[config.mk]
export PLATFORM = sky130hd
export DESIGN_NAME = mult_seq
export DESIGN_NICKNAME = d
export VERILOG_FILES = /design/src/rtl/mult_seq.sv
export SDC_FILE = /design/constraint.sdc
export NUM_CORES = 1
export LEC_CHECK = 0
export ABC_AREA = 1
export BUFFER_PORTS_ARGS = -buffer_cell sky130_fd_sc_hd__buf_2
export CORE_MARGIN = 5
export CORE_UTILIZATION = 55
export DETAILED_ROUTE_END_ITERATION = 7
export PLACE_DENSITY_LB_ADDON = 0.3
export SYNTH_ARGS = -nofsm -noshare
export SYNTH_HDL_FRONTEND = slang
export SYNTH_SLANG_ARGS = --single-unit
[constraint.sdc]
create_clock -name clk -period 7.6 [get_ports clk]
set_clock_uncertainty 0.1 [all_clocks]
set_input_delay 1.14 -clock clk [delete_from_list [all_inputs] [get_ports clk]]
set_output_delay 1.14 -clock clk [all_outputs]
set_load 0.01 [all_outputs]
[src/rtl/mult_seq.sv]
// mult_seq: iterative shift-add multiplier answering the ALU multiply request.
// Produces a full 2*WIDTH-bit signed or unsigned product in WIDTH+1 edges.
// Optional build macro MULT_ZERO_SKIP_EN: a zero operand completes in one edge.
//
// state | meaning
// IDLE  | waiting for opn_valid; operands latched on the accept edge
// BUSY  | one shift-add step per edge, WIDTH steps
// DONE  | res_valid high, result held until res_ready
module mult_seq #(
  parameter int WIDTH = 32,
  parameter int CNT_W = 5
) (
  input  logic                 clk,
  input  logic                 rst,
  input  logic [WIDTH-1:0]     a,
  input  logic [WIDTH-1:0]     b,
  input  logic                 sign,
  input  logic                 opn_valid,
  output logic                 res_valid,
  input  logic                 res_ready,
  output logic [2*WIDTH-1:0]   result
);

  typedef enum logic [1:0] {IDLE, BUSY, DONE} state_t;

  state_t               state, state_nxt;
  logic [WIDTH-1:0]     mcand;
  logic [2*WIDTH:0]     prod;
  logic [CNT_W-1:0]     cnt;
  logic                 neg;

  logic [WIDTH-1:0]     mcand_mag;
  logic [WIDTH-1:0]     mplr_mag;
  logic                 neg_in;
  logic [WIDTH:0]       sum;
  logic [2*WIDTH:0]     prod_step;
  logic                 last;
  logic                 zero_op;

  // Operand magnitudes and one shift-add step of the product register.
  // The most negative operand negates to itself and is then read as unsigned.
  always_comb begin
    mcand_mag = (sign & a[WIDTH-1]) ? -a : a;
    mplr_mag  = (sign & b[WIDTH-1]) ? -b : b;
    neg_in    = sign & (a[WIDTH-1] ^ b[WIDTH-1]);
    sum       = {1'b0, prod[2*WIDTH-1:WIDTH]} + {1'b0, mcand};
    if (prod[0])
      prod_step = {1'b0, sum, prod[WIDTH-1:1]};
    else
      prod_step = {1'b0, prod[2*WIDTH:1]};
    last      = (cnt == CNT_W'(WIDTH - 1));
`ifdef MULT_ZERO_SKIP_EN
    zero_op   = (a == '0) || (b == '0);
`else
    zero_op   = 1'b0;
`endif
  end

  // State register; res_valid is its own flop so it never glitches.
  always_ff @(posedge clk or posedge rst) begin
    if (rst) begin
      state     <= IDLE;
      res_valid <= 1'b0;
    end else begin
      state     <= state_nxt;
      res_valid <= (state_nxt == DONE);
    end
  end

  // Next-state logic.
  always_comb begin
    state_nxt = state;
    case (state)
      IDLE: if (opn_valid) state_nxt = zero_op ? DONE : BUSY;
      BUSY: if (last)      state_nxt = DONE;
      DONE: if (res_ready) state_nxt = IDLE;
      default:             state_nxt = IDLE;
    endcase
  end

  // Datapath: latch magnitudes on accept, iterate in BUSY, register the product.
  always_ff @(posedge clk or posedge rst) begin
    if (rst) begin
      mcand  <= '0;
      prod   <= '0;
      cnt    <= '0;
      neg    <= 1'b0;
      result <= '0;
    end else begin
      case (state)
        IDLE: begin
          if (opn_valid) begin
            mcand <= mcand_mag;
            prod  <= {{(WIDTH+1){1'b0}}, mplr_mag};
            cnt   <= '0;
            neg   <= neg_in;
            if (zero_op) result <= '0;
          end
        end
        BUSY: begin
          prod <= prod_step;
          cnt  <= cnt + CNT_W'(1);
          if (last)
            result <= neg ? -prod_step[2*WIDTH-1:0] : prod_step[2*WIDTH-1:0];
        end
        default: ;
      endcase
    end
  end

endmodule
# After elaboration in Yosys (flattened, before gate mapping)

Index checks and enable logic that the tools add are counted.

Output and inout bits: 65
Input port bits: 69
Register bits: 170

Muxes and demuxes: 12
Equal/unequal tests: 5
$add $sub $neg: 5
Reduce and logical (&&, ||, !) cells: 5
Bitwise gates (word level): 4

Operator list:

| kind                | number |
|---|---|
| $pmux 65 s2         | 1 |
| $mux 64             | 2 |
| $mux 65             | 1 |
| $mux 32             | 2 |
| $neg 32->32         | 2 |
| $neg 64->64         | 1 |
| $add 32x32->33      | 1 |
| $pmux 5 s2          | 1 |
| $mux 2              | 3 |
| $pmux 2 s3          | 1 |
| $reduce_and 2->1    | 3 |
| $add 5x1->5 const B | 1 |
| $eq 5x5->1 const B  | 1 |
| $mux 5              | 1 |
| $eq 2x2->1 const B  | 2 |
| $and 1x1->1         | 3 |
| $eq 2x1->1 const B  | 1 |
| $logic_not 2->1     | 1 |
| $ne 2x2->1 const B  | 1 |
| $reduce_bool 2->1   | 1 |
| $xor 1x1->1         | 1 |

# Depth between registers and ports, before layout

Gate-level depths: netlist of the first run.

Depth in word-level cells: 4
Mapped depth: 22

# Least setup slack after synthesis of the first run

OpenSTA, ideal clock, no wires.

Path type: input to register
From: in b[1]
To: reg prod[28]
Stages: 12
Path slack: 4666 ps
Data arrival time: 2704 ps
Path buffers: 0
Data required time: 7370 ps
Library setup time: 130 ps
Path through: inv_1 ha_1 nand3_1 nor3_1 nand2_1 nor2_1 nand3_1 nand3b_1 nor3_1 nand4_1 a21oi_1 o21ai_0

Longest elaborated chain between the ends: 4

Ends and longest elaborated chain:

| item                 | RTL line | RTL |
|---|---|---|
| start, declared      | 16       | `input logic [WIDTH-1:0] b,` |
| $neg 32->32          | 44       | `mplr_mag = (sign & b[WIDTH-1]) ? -b : b;` |
| $mux 32              | 44       |  |
| $mux 65              | 92       | `if (opn_valid) begin` |
| $pmux 65 s2          | 90       | `case (state)` |
| end signal, assigned | 94       | `prod <= {{(WIDTH+1){1'b0}}, mplr_mag};` |
| end signal, assigned | 101      | `prod <= prod_step;` |
| end, declared        | 28       | `logic [2*WIDTH:0] prod;` |

Every way passes these cells. The select of a mux whose other input is x is not followed.
A chain may end at the register's enable or synchronous reset.

# Worst setup path in the final report of the first run

From: reg prod[0]
To: reg result[59]

Longest elaborated chain between the ends: 3

Ends and longest elaborated chain:

| item                 | RTL line | RTL |
|---|---|---|
| $mux 64 (*)          | 47       | `if (prod[0])` |
| $neg 64->64          | 104      | `result <= neg ? -prod_step[2*WIDTH-1:0] : prod_step[2*WIDTH-1:0];` |
| $mux 64 (*)          | 104      |  |
| end signal, assigned | 104      |  |
| end, declared        | 21       | `output logic [2*WIDTH-1:0] result` |

Every way passes the cells marked *; elsewhere a longest branch is shown, timed or not.

==> results of run 1 <==
[metal layers]
| metal | up-vias | global-route usage | routed length [µm] |
|---|---|---|---|
| met5 | - | 0 | 0 |
| li1 | 6381 | - | - |
| met2 | 477 | 0.4692 | 17210 |
| met4 | 0 | 0.1019 | 1246 |
| met1 | 6051 | 0.4057 | 17410 |
| met3 | 88 | 0.03096 | 2406 |
[metrics by stage]
stage          instances  utilization  total power (µW)  hold slack, ns
3_3_place_gp        2311       0.5972              5850          0.3596
2_1_floorplan       1946            -              4767          0.3555
4_1_cts             2342       0.6242              6932          0.3832
5_1_grt             2342       0.6242              7614          0.3957
3_5_place_dp        2311       0.5972              5957          0.3665
6_report            2342       0.6242              6984          0.3775
[how the worst max path moves through the flow]
stage          slack (ns)  cells after the start          to      start
2_1_floorplan        1.78                      1      cnt[0]        rst
3_3_place_gp         4.17                      6    prod[31]  opn_valid
3_5_place_dp         4.06                      6    prod[61]  opn_valid
4_1_cts              4.30                     19  result[59]    prod[0]
5_1_grt              3.93                     19  result[59]    prod[0]
6_report             4.23                     19  result[59]    prod[0]
[cell usage after synthesis (23+ instances only)]
cell type / n / share of area
nand2_1: 663 / 0.20
inv_1: 259 / 0.077
nor2_1: 177 / 0.052
dfrtp_1: 169 / 0.33
o21ai_0: 133 / 0.053
nand3_1: 130 / 0.051
xor2_1: 86 / 0.059
clkbuf_1: 46 / 0.014
ha_1: 37 / 0.037
a21oi_1: 35 / 0.014
a22oi_1: 27 / 0.016
nand4_1: 24 / 0.012
o22ai_1: 24 / 0.012
nor3_1: 23 / 0.0091
[sequential cells by signal, summed over array words and instances, names as in the netlist]
register   cells
prod          64
state          2
mcand         32
result        64
neg            1
res_valid      1
cnt            5
[power breakdown]
part	switching, µW	internal, µW	leakage, µW
logic	2930	1430	0.00518
clock network	408	526	0.000292
registers	387	1300	0.00214
total	3730	3260	0.00761
[kinds of logic after synthesis]
group / synth area share
XOR/XNOR: 0.06702
AND/OR/NAND/NOR: 0.3462
AO/OA/AOI/OAI: 0.1172
adder cells (fa/ha/maj): 0.03810
buffers and inverters: 0.09791
flip-flops: 0.3336
[worst reg2reg max path: cells and delay by family, from the launching register on]
| kind | cells | cell delay [ns] |
|---|---|---|
| and+or+nand+nor | 15 | 1.67 |
| buffers and inverters | 3 | 1.00 |
| DFF | 1 | 0.37 |
| AOI/OAI and AO/OA | 1 | 0.15 |
[cell type report]
| cell class | count | area share |
|---|---|---|
| Clock buffer | 17 | 0.03010 |
| Clock inverter | 14 | 0.01319 |
| Inverter | 263 | 0.07021 |
| Multi-Input combinational cell | 1453 | 0.5107 |
| Sequential cell | 169 | 0.2992 |
| Tap cell | 285 | 0.02523 |
| Timing Repair Buffer | 141 | 0.05135 |
==> metrics.sh, run 1 <==
NUM_ANTENNA_CELLS=0
MIN_FROM='result[9]'
SYNTH.CELL_AREA_MM2=0.01268
CORE_AREA_MM2=0.02264
HOLD_PATH.CLASS='flip-flop to flip-flop'
ASYNCSETRESETFLOPFRACSYNTH=1.000
REPORT.FINAL.SLEW_VIOL_COUNT=0
NUMBER_OF_FLOPS_MAPPED_TO_ENABLE_CELLS_BY_YOSYS=0
ANTENNA_VIOLATIONS_BEFORE_REPAIR=0
CRIT_PATH_MAX_INCR_DELAY_NS=0.65
FILLERINSTANCES=2145
SINK_COUNT_OF_THE_CLOCK_TREE=169
CTS_MAX_PATH_BUFFERS=2
MULTI_INPUT_COMB_AREA_MM2=0.007217
DRT-WIRELENGTH-PER-CELL_UM=16.34
GRT_OVERFLOW=0
SEQCELLAREA_MM2=0.004229
CRIT_PATH_TOP_DELAY_CELL='inv_2'
START_KIND='flip-flop'
FINALINSTANCEAREA_MM2=0.01413
REGTOREGENDPOINT='result[59]'
CTS.CLK_SLEW.WORST_PATHS_NS=0.07
REG2REGPATHDEPTH=19
WORSTSKEWPAIRLATENCY_NS=0.44
ANTENNA_LEFT=0
ROW_COUNT=55
FINISH.NET_COUNT=2152
CRITICALPATHCATEGORY='flip-flop to flip-flop'
SYN_INST=1946
BOUNDARYPINS=134
DIE_AREA_MM2=0.02619
LAYOUT.CELLS.MOST_COMMON='nand2_1'
YS_SEQ_AREA_FRAC=0.3336
TRITONCTS.NUM_BUFFERS=17
ITERATION_0_DRC_MARKERS=1145
WORSTPATHREQUIRED_NS=7.82
FF_TO_FF_SETUP_SLACK_NS=4.23
LAYOUT.CELLS.MOST_COMMON_LIST='nand2_1, inv_1, nor2_1'
TIMING.CRITICAL_PATH.BUF_INV=3
PLACED_CELL_AREA_MM2=0.01352
RUN_STATUS='finished clean'
SYNTH_CELL_TYPES=47
F_MAX_MHz=296.7
HPWLAFTERDP_MM=29.03
LEAKAGEPOWER_uW=0.007613
CRIT_PATH_MAX_FANOUT=48
YS_SEQ_ELEMENTS=169
SYNTH.AVG_CELL_AREA_UM2=6.514
FIRST_PASS_GRT_WIRE_LENGTH_MM=61.74
MAX_CAP_VIOLATIONS=0
IO_BUFFER_COUNT=133
VDD.IR_DROP.WORST_mV=0.2703
DIE_H_UM=161.8
RELSLEWSLACK=0.2943
TOTAL_NETS_AFTER_SYNTHESIS=2053
CRIT_PATH_END_KIND='flip-flop'
TIMING_HOLD_VIOLATIONS_FINAL=0
SETUP_SLACK_NS=4.229
PATH_DELAY_FAMILY='simple AND/OR/NAND/NOR gates'
GRT_START_MAX_NET_PINS=99
FINAL_LAYOUT_SIZE_SUFFIX_GT1_FRAC=0.1040
GRTUSAGETOTAL=0.2896
CTS_ROOT_BUF='clkbuf_16'
ROUTED_WIRE_LENGTH_MM=38.27
ROUTE.DETAILED.VIAS_PER_INST=5.550
SYNTHFLOPTYPE='dfrtp_1'
DRT-PASS1-ITER-COUNT=7
AREA_DELTA_SYNTH_FINAL_PCT=11.48
INITIAL_STANDARD_CELL_UTILIZATION_OF_THE_CORE=0.5599
GP_ROUTABILITY_CONGESTION=0.9437
POWER.DENSITY_mW_PER_MM2=494.2
RSZ_0062_RAISED_AFTER_GLOBAL_ROUTING='no'
POSTCTSRESIZEDCELLS=0
HTREE_NUM_LEVELS=4
WORST_HOLD_PATH.ENDPOINT='result[9]'
VIAS=13000
CTS.REPAIR_TIMING.SETUP_BUFFER_COUNT=0
CRIT-REG2REG-LAUNCH='prod[0]'
CRIT_TOP_CELL='nand2_1'
HOLD_BUFFERS=0
CTS_TREE='done'
FINAL_MIN_PERIOD_NS=3.371
NUMBER_OF_GLOBAL_ROUTE_VIAS_BEFORE_REPAIR=12510
FINAL.SETUP.TNS_NS=0
DETAILEDPLACE.WORSTSLACK_NS=4.058
CELLS_ON_WORST_HOLD_PATH=2
FINAL-SETUP-VIOL-COUNT=0
DIE_W_UM=161.8
ARRIVAL_TIME_AT_THE_WORST_ENDPOINT_NS=3.59
DETAIL_ROUTE.DRC_VIOLATIONS=0
WORSTPATHCELLLIST='buf_4 > inv_2 > nand2_1 > o21ai_2 > nand2_1 > nor2_2 > nand3_2 > nor2_4 > inv_1 > nor2_1 > nand2_1 > nor2_2 > nand2_1 > nor2_1 > nand2_1 > nand2_1 > nand3_1 > nand3_1 > nand2_1'
YOSYS_WARNINGS=0
WORST-SLEW-PIN-TRANSITION_NS=1.052
FINALCRITPERIODSHARE=0.4435
Note: power is estimated with default switching activity, not from simulation.
==> inputs of run 2 (changes only) <==
Settings changed: ABC_AREA 1 to 0.
Clock period 7.6 ns to 3.55 ns, I/O delays scaled along.
==> run 2 against run 1 <==
  * The flow now finishes with violations (setup timing)
  * Setup slack got worse by 5.0 ns
  * Register-to-register slack worse by 5.0 ns
  * Critical path depth shrank 8
  * Sequential cell count is the same
  * Critical endpoint is now result[63]
  * Largest cell class unchanged
  * Highest routed layer unchanged
==> metrics.sh, run 2 <==
WORSTSKEWPAIRLATENCY_NS=0.44
SINK_COUNT_OF_THE_CLOCK_TREE=169
TOTALPOWERFINAL_uW=15040
ARRIVAL_TIME_AT_THE_WORST_ENDPOINT_NS=4.55
MOST_NUMEROUS_CELL_IN_THE_YOSYS_NETLIST='nand2_1'
SYNTHFLOPTYPE='dfrtp_1'
SYNTH.AVG_CELL_AREA_UM2=8.338
FINAL_LAYOUT_SIZE_SUFFIX_GT1_FRAC=0.2442
HOLD_PATH.CLASS='input pin to async pin'
TIMING_HOLD_VIOLATIONS_FINAL=0
REGTOREGENDPOINT='result[63]'
CRIT-REG2REG-LAUNCH='prod[19]'
DIE_H_UM=154.1
WORSTPATHREQUIRED_NS=3.74
SW_FRAC_OF_TOTAL=0.4615
DRT-PASS1-ITER-COUNT=7
ANTENNA_LEFT=0
AREA_DELTA_SYNTH_FINAL_PCT=24.63
SYNTH.CELL_AREA_MM2=0.01141
MULTI_INPUT_COMB_AREA_MM2=0.006920
YS_TOP_CELLS_BY_AREA='dfrtp_1, o21ai_0, nand2_1, xor2_1, xnor2_1'
TRITONCTS.NUM_BUFFERS=17
NUMBER_OF_FLOPS_MAPPED_TO_ENABLE_CELLS_BY_YOSYS=0
YS_SEQ_ELEMENTS=169
F_MAX_MHz=228.9
FINAL-SETUP-VIOL-COUNT=23
CTS_ROOT_BUF='clkbuf_16'
CTS_MAX_PATH_BUFFERS=2
LAYOUT.CELLS.MOST_COMMON_LIST='nand2_1, o21ai_0, buf_4'
FINALCRITPERIODSHARE=1.231
CLOCK_POWER_SHARE=0.126
ASYNCSETRESETFLOPFRACSYNTH=1.000
SEQCELLAREA_MM2=0.004232
HPWLAFTERDP_MM=25.72
DRT-WIRELENGTH-PER-CELL_UM=18.26
FINISH.NET_COUNT=1728
YOSYS_WARNINGS=0
LARGEST_REGISTERS='prod: 64 flops, result: 64 flops, mcand: 32 flops'
SETUP_SLACK_NS=-0.8188
LAYOUT.CELLS.MOST_COMMON='nand2_1'
CORE_AREA_MM2=0.02036
RELSLEWSLACK=0.1543
DIE_W_UM=154.1
COMB_POWER_SHARE=0.640
CRIT_PATH_MAX_FANOUT=2
ROUTED_WIRE_LENGTH_MM=34.78
HOLD-WORST-SLACK_NS=0.01202
GRT_START_MAX_NET_PINS=66
IO_BUFFER_COUNT=133
GRT_OVERFLOW=0
HOLD_BUFFERS=0
VIAS=11580
POST-SYNTH-TOP-AREA-FRACTION=0.3705
REPORT.FINAL.SLEW_VIOL_COUNT=0
SYN_INST=1369
PART_OF_THE_POWER_IN_REGISTERS=0.234
VIOLATIONS='setup timing'
POWER.DENSITY_mW_PER_MM2=1058
YS_TOP_CELLS_BY_COUNT='nand2_1, o21ai_0, dfrtp_1, nor2_1, xor2_1'
WORST-SLEW-PIN-TRANSITION_NS=1.266
VDD.IR_DROP.WORST_mV=0.5537
INITIAL_STANDARD_CELL_UTILIZATION_OF_THE_CORE=0.5605
INTPOWER_uW=8102
CTS.CLK_SLEW.WORST_PATHS_NS=0.07
CRITICALPATHCATEGORY='flip-flop to flip-flop'
ANTENNA_VIOLATIONS_BEFORE_REPAIR=1
ROUTE.DETAILED.VIAS_PER_INST=6.077
FILLERINSTANCES=1643
RUN_STATUS='finished with violations'
NUMBER_OF_GLOBAL_ROUTE_VIAS_BEFORE_REPAIR=10910
CRIT_PATH_END_KIND='flip-flop'
RSZ_0062_RAISED_AFTER_GLOBAL_ROUTING='yes'
FINAL_MIN_PERIOD_NS=4.369
START_KIND='flip-flop'
POWER.NET_SWITCHING_uW=6943
GRTUSAGETOTAL=0.2853
CELL_TYPE_WITH_THE_HIGHEST_AGGREGATE_AREA_IN_THE_NETLIST='dfrtp_1'
FF_TO_FF_SETUP_SLACK_NS=-0.82
HTREE_NUM_LEVELS=4
CTS_TREE='done'
TOTAL_NETS_AFTER_SYNTHESIS=1476
REG2REGPATHDEPTH=11
MAX_CAP_VIOLATIONS=0
YS_SEQ_AREA_FRAC=0.3705
SYNTH_CELL_TYPES=74
FIRST_PASS_GRT_WIRE_LENGTH_MM=55.46
ITERATION_0_DRC_MARKERS=1013
DP.CELLS=1860
DIE_AREA_MM2=0.02373
BOUNDARYPINS=134
GP_ROUTABILITY_CONGESTION=0.9372
DETAIL_ROUTE.DRC_VIOLATIONS=0
LEAKAGEPOWER_uW=0.006445
FINAL_CELL_COUNT_NO_FILL=1905
ROW_COUNT=52
-- run 2: changes by cell type after synthesis, moves of 17 or more --
| cell | change |
|---|---|
| a21oi_1 | +33 |
| mux2i_1 | +19 |
| xnor2_1 | +50 |
| clkbuf_1 | +21 |
| nand3_1 | -110 |
| o21ai_0 | +63 |
| inv_1 | -236 |
| o31ai_1 | +17 |
| nand2_1 | -448 |
| nor2_1 | -89 |
-- run 2: critical path, stage by stage (launching register included) --
cell      delay [ns]
dfrtp_1         0.38
or4_4           0.55
or4_4           0.43
or3_4           0.34
or4_4           0.43
or3_4           0.40
or4b_4          0.50
or3_4           0.41
nand4b_4        0.21
o21ai_2         0.18
xor2_1          0.20
o21ai_1         0.10
-- run 2: cell families after synthesis --
family	count (synthesis)	share of synthesized area
simple gates	468	0.1969
compound gates	436	0.2289
flops	169	0.3705
xor+xnor	133	0.1020
buf+inv	102	0.03880
fa+ha+maj	38	0.04231
mux	23	0.02061
-- run 2: power by group through the flow --
stage / logic (µW) / clock network, µW / registers, µW
after floorplan: 5450 / 0 / 3450
after global placement: 9020 / 0 / 3490
after detailed placement: 9230 / 0 / 3530
after CTS: 9370 / 1890 / 3500
after global routing: 10500 / 1980 / 3620
final: 9630 / 1890 / 3530
-- run 2: metal layers --
metal	vias up	routed length, µm	global-route usage	part of all wire
li1	5435	-	-	-
met1	5608	14950	0.3873	0.43
met2	458	16630	0.4663	0.48
met3	75	2151	0.04413	0.062
met4	0	1050	0.1001	0.030
met5	-	0	0	0
-- run 2: worst max-delay path by stage --
| stage | slack [ns] | from | end | depth (start not counted) |
|---|---|---|---|---|
| after floorplan | -0.73 | prod[21] | result[63] | 11 |
| after global placement | -0.70 | prod[22] | result[63] | 11 |
| after detailed placement | -0.79 | prod[22] | result[63] | 11 |
| after CTS | -0.82 | prod[19] | result[63] | 11 |
| after global routing | -0.88 | prod[19] | result[63] | 11 |
| final | -0.82 | prod[19] | result[63] | 11 |
-- run 2: layout make-up --
| type | instances | area share |
|---|---|---|
| clock buffer | 18 | 0.03017 |
| clock inverter | 14 | 0.01073 |
| tap | 270 | 0.02375 |
| sequential | 169 | 0.2975 |
| inverter | 24 | 0.006596 |
| multi-input combinational | 1098 | 0.4865 |
| timing repair buffer | 311 | 0.1447 |
| antenna | 1 | 0.0001759 |
-- run 2: what timing repair did --
| item | CTS | global route |
|---|---|---|
| pin swaps | 18 | 12 |
| resized for setup | 13 | 16 |
| setup endpoints to repair | 23 | 24 |
| buffers inserted | 7 | 5 |
-- run 2: through the flow --
| step | setup slack (ns) | cell area (µm²) | TNS (ns) | util |
|---|---|---|---|---|
| 3_5_place_dp | -0.7897 | 13440 | -11.69 | 0.6602 |
| 5_1_grt | -0.8779 | 14230 | -12.89 | 0.6986 |
| 3_3_place_gp | -0.7043 | 13440 | -10.42 | 0.6602 |
| 2_1_floorplan | -0.7292 | 11480 | -7.605 | - |
| 4_1_cts | -0.8205 | 14130 | -10.70 | 0.6939 |
| 6_report | -0.8188 | 14230 | -10.77 | 0.6986 |
==> inputs of run 3 (changes only) <==
Settings changed: CORE_ASPECT_RATIO from default to 0.6.
==> run 3 against run 2 <==
  * The flow still finishes with violations (setup timing)
  * Final area rose by 2.1%
  * Non-clock buffer count rose by 17
  * Sequential share of layout area fell by 0.60 points
  * Worst hold slack improved by 0.18 ns
  * Total power rose by 3.7%
  * Critical path depth did not move
  * Sequential power barely moved
  * Setup slack improved by 0.0048 ns
  * Global-route usage rose by 2.0 points
  * Highest routed layer unchanged
==> metrics.sh, run 3 (synthesis results as in run 2) <==
DIE_H_UM=121.6
PLACED_CELL_AREA_MM2=0.01362
WORSTPATHREQUIRED_NS=3.77
START_KIND='flip-flop'
POWER.DENSITY_mW_PER_MM2=1074
SINK_COUNT_OF_THE_CLOCK_TREE=169
CTS_ROOT_BUF='clkbuf_16'
TIMING_HOLD_VIOLATIONS_FINAL=0
HOLD-WORST-SLACK_NS=0.1922
TRITONCTS.NUM_BUFFERS=17
AREA_DELTA_SYNTH_FINAL_PCT=27.21
LEAKAGEPOWER_uW=0.006611
CRIT_PATH_MAX_FANOUT=4
LARGEST_REGISTERS='prod: 64 flops, result: 64 flops, mcand: 32 flops'
FINAL-SETUP-VIOL-COUNT=23
CTS_MAX_PATH_BUFFERS=2
ANTENNA_VIOLATIONS_BEFORE_REPAIR=0
DRT-PASS1-ITER-COUNT=5
RELSLEWSLACK=0.1780
CORE_AREA_MM2=0.02022
ANTENNA_LEFT=0
GRTUSAGETOTAL=0.3049
SETUP_SLACK_NS=-0.8140
GRT_OVERFLOW=0
GRT_START_MAX_NET_PINS=65
DIE_W_UM=196.0
FILLERINSTANCES=1580
FF_TO_FF_SETUP_SLACK_NS=-0.81
CRIT-REG2REG-LAUNCH='prod[21]'
WORSTSETUPENDPOINT='result[63]'
REG2REGPATHDEPTH=11
VIOLATIONS='setup timing'
NUMBER_OF_GLOBAL_ROUTE_VIAS_BEFORE_REPAIR=11180
REPORT.FINAL.SLEW_VIOL_COUNT=0
REGTOREGENDPOINT='result[63]'
IO_BUFFER_COUNT=133
LAYOUT.CELLS.MOST_COMMON='nand2_1'
CTS.CLK_SLEW.WORST_PATHS_NS=0.07
FIRST_PASS_GRT_WIRE_LENGTH_MM=58.46
MAX_CAP_VIOLATIONS=0
CTS_TREE='done'
LAYOUT.CELLS.MOST_COMMON_LIST='nand2_1, buf_4, o21ai_0'
HTREE_NUM_LEVELS=4
RSZ_0062_RAISED_AFTER_GLOBAL_ROUTING='yes'
WORSTSKEWPAIRLATENCY_NS=0.45
FINALCRITPERIODSHARE=1.229
INITIAL_STANDARD_CELL_UTILIZATION_OF_THE_CORE=0.5645
FINAL_LAYOUT_SIZE_SUFFIX_GT1_FRAC=0.2568
GP_ROUTABILITY_CONGESTION=0.9863
BOUNDARYPINS=134
DETAIL_ROUTE.DRC_VIOLATIONS=0
ARRIVAL_TIME_AT_THE_WORST_ENDPOINT_NS=4.59
FINAL.SETUP.TNS_NS=-12.29
TOTALPOWERFINAL_uW=15590
HPWLAFTERDP_MM=27.38
ITERATION_0_DRC_MARKERS=1384
VIAS=11730
F_MAX_MHz=229.1
FINISH.NET_COUNT=1745
ROW_COUNT=40
DIE_AREA_MM2=0.02383
DRT-WIRELENGTH-PER-CELL_UM=19.03
ROUTED_WIRE_LENGTH_MM=36.61
CRITPATHLAUNCH='prod[21]'
HOLD_PATH.CLASS='input pin to flip-flop'
ROUTE.DETAILED.VIAS_PER_INST=6.096
RUN_STATUS='finished with violations'
NUM_ANTENNA_CELLS=0
CRITICALPATHCATEGORY='flip-flop to flip-flop'
FINAL_MIN_PERIOD_NS=4.364
CRIT_PATH_END_KIND='flip-flop'
WORST-SLEW-PIN-TRANSITION_NS=1.230
FINALINSTANCEAREA_MM2=0.01452
VDD.IR_DROP.WORST_mV=0.6082
run 3: power breakdown:
part	internal, µW	total, µW	switching, µW
combinational	4480	10000	5560
clock	1140	2040	902
sequential	2780	3510	729
run 3: final cells by class:
class / instances / area (µm²) / share of cell area
multi-input cells: 1098 / 7017 / 0.4832
flip-flops and latches: 169 / 4232 / 0.2914
repair buffers: 328 / 2206 / 0.1519
clock buffers: 17 / 425.4 / 0.02930
well taps: 273 / 341.6 / 0.02352
clock inverters: 15 / 205.2 / 0.01413
inverters: 24 / 93.84 / 0.006463
run 3: what timing repair did:
item,CTS,global route
setup endpoints to repair,23,27
resized for setup,33,21
hold buffers,0,0
setup buffers,5,4
pin swaps,17,18
run 3: worst min-delay path by stage:
stage	from	endpoint	slack (ns)	cells after the start
floorplan	cnt[3]	cnt[3]	0.35	1
global placement	result[0]	result[0]	0.35	2
detailed placement	result[47]	result[47]	0.36	2
CTS	res_ready	state[1]	0.19	2
global route	res_ready	state[1]	0.20	2
finish	res_ready	state[1]	0.19	2
run 3: stage by stage:
step | setup slack, ns | util | std cells
detailed placement | -0.8046 | 0.6735 | 1884
global placement | -0.7065 | 0.6735 | 1884
global route | -0.8696 | 0.7181 | 1924
CTS | -0.7911 | 0.7124 | 1921
finish | -0.8140 | 0.7181 | 1924
floorplan | -0.7292 | - | 1369
run 3: critical path, stage by stage (launching register included):
cell      delay (ns)
dfrtp_1         0.40
or4_4           0.53
or4_4           0.49
or3_4           0.34
or4_4           0.45
or3_4           0.39
or4b_4          0.54
or3_4           0.43
nand4b_4        0.20
o21ai_2         0.14
xor2_1          0.16
o21ai_1         0.07
run 3: per-layer routing:
layer  routed length (µm)  share of wire  up-vias  GRT usage
li1                     -              -     5474          -
met1                16690           0.46     5567     0.4543
met2                15410           0.42      589     0.4471
met3                 3664           0.10       98    0.06910
met4                  851          0.023        0    0.08588
met5                    0              0        -          0
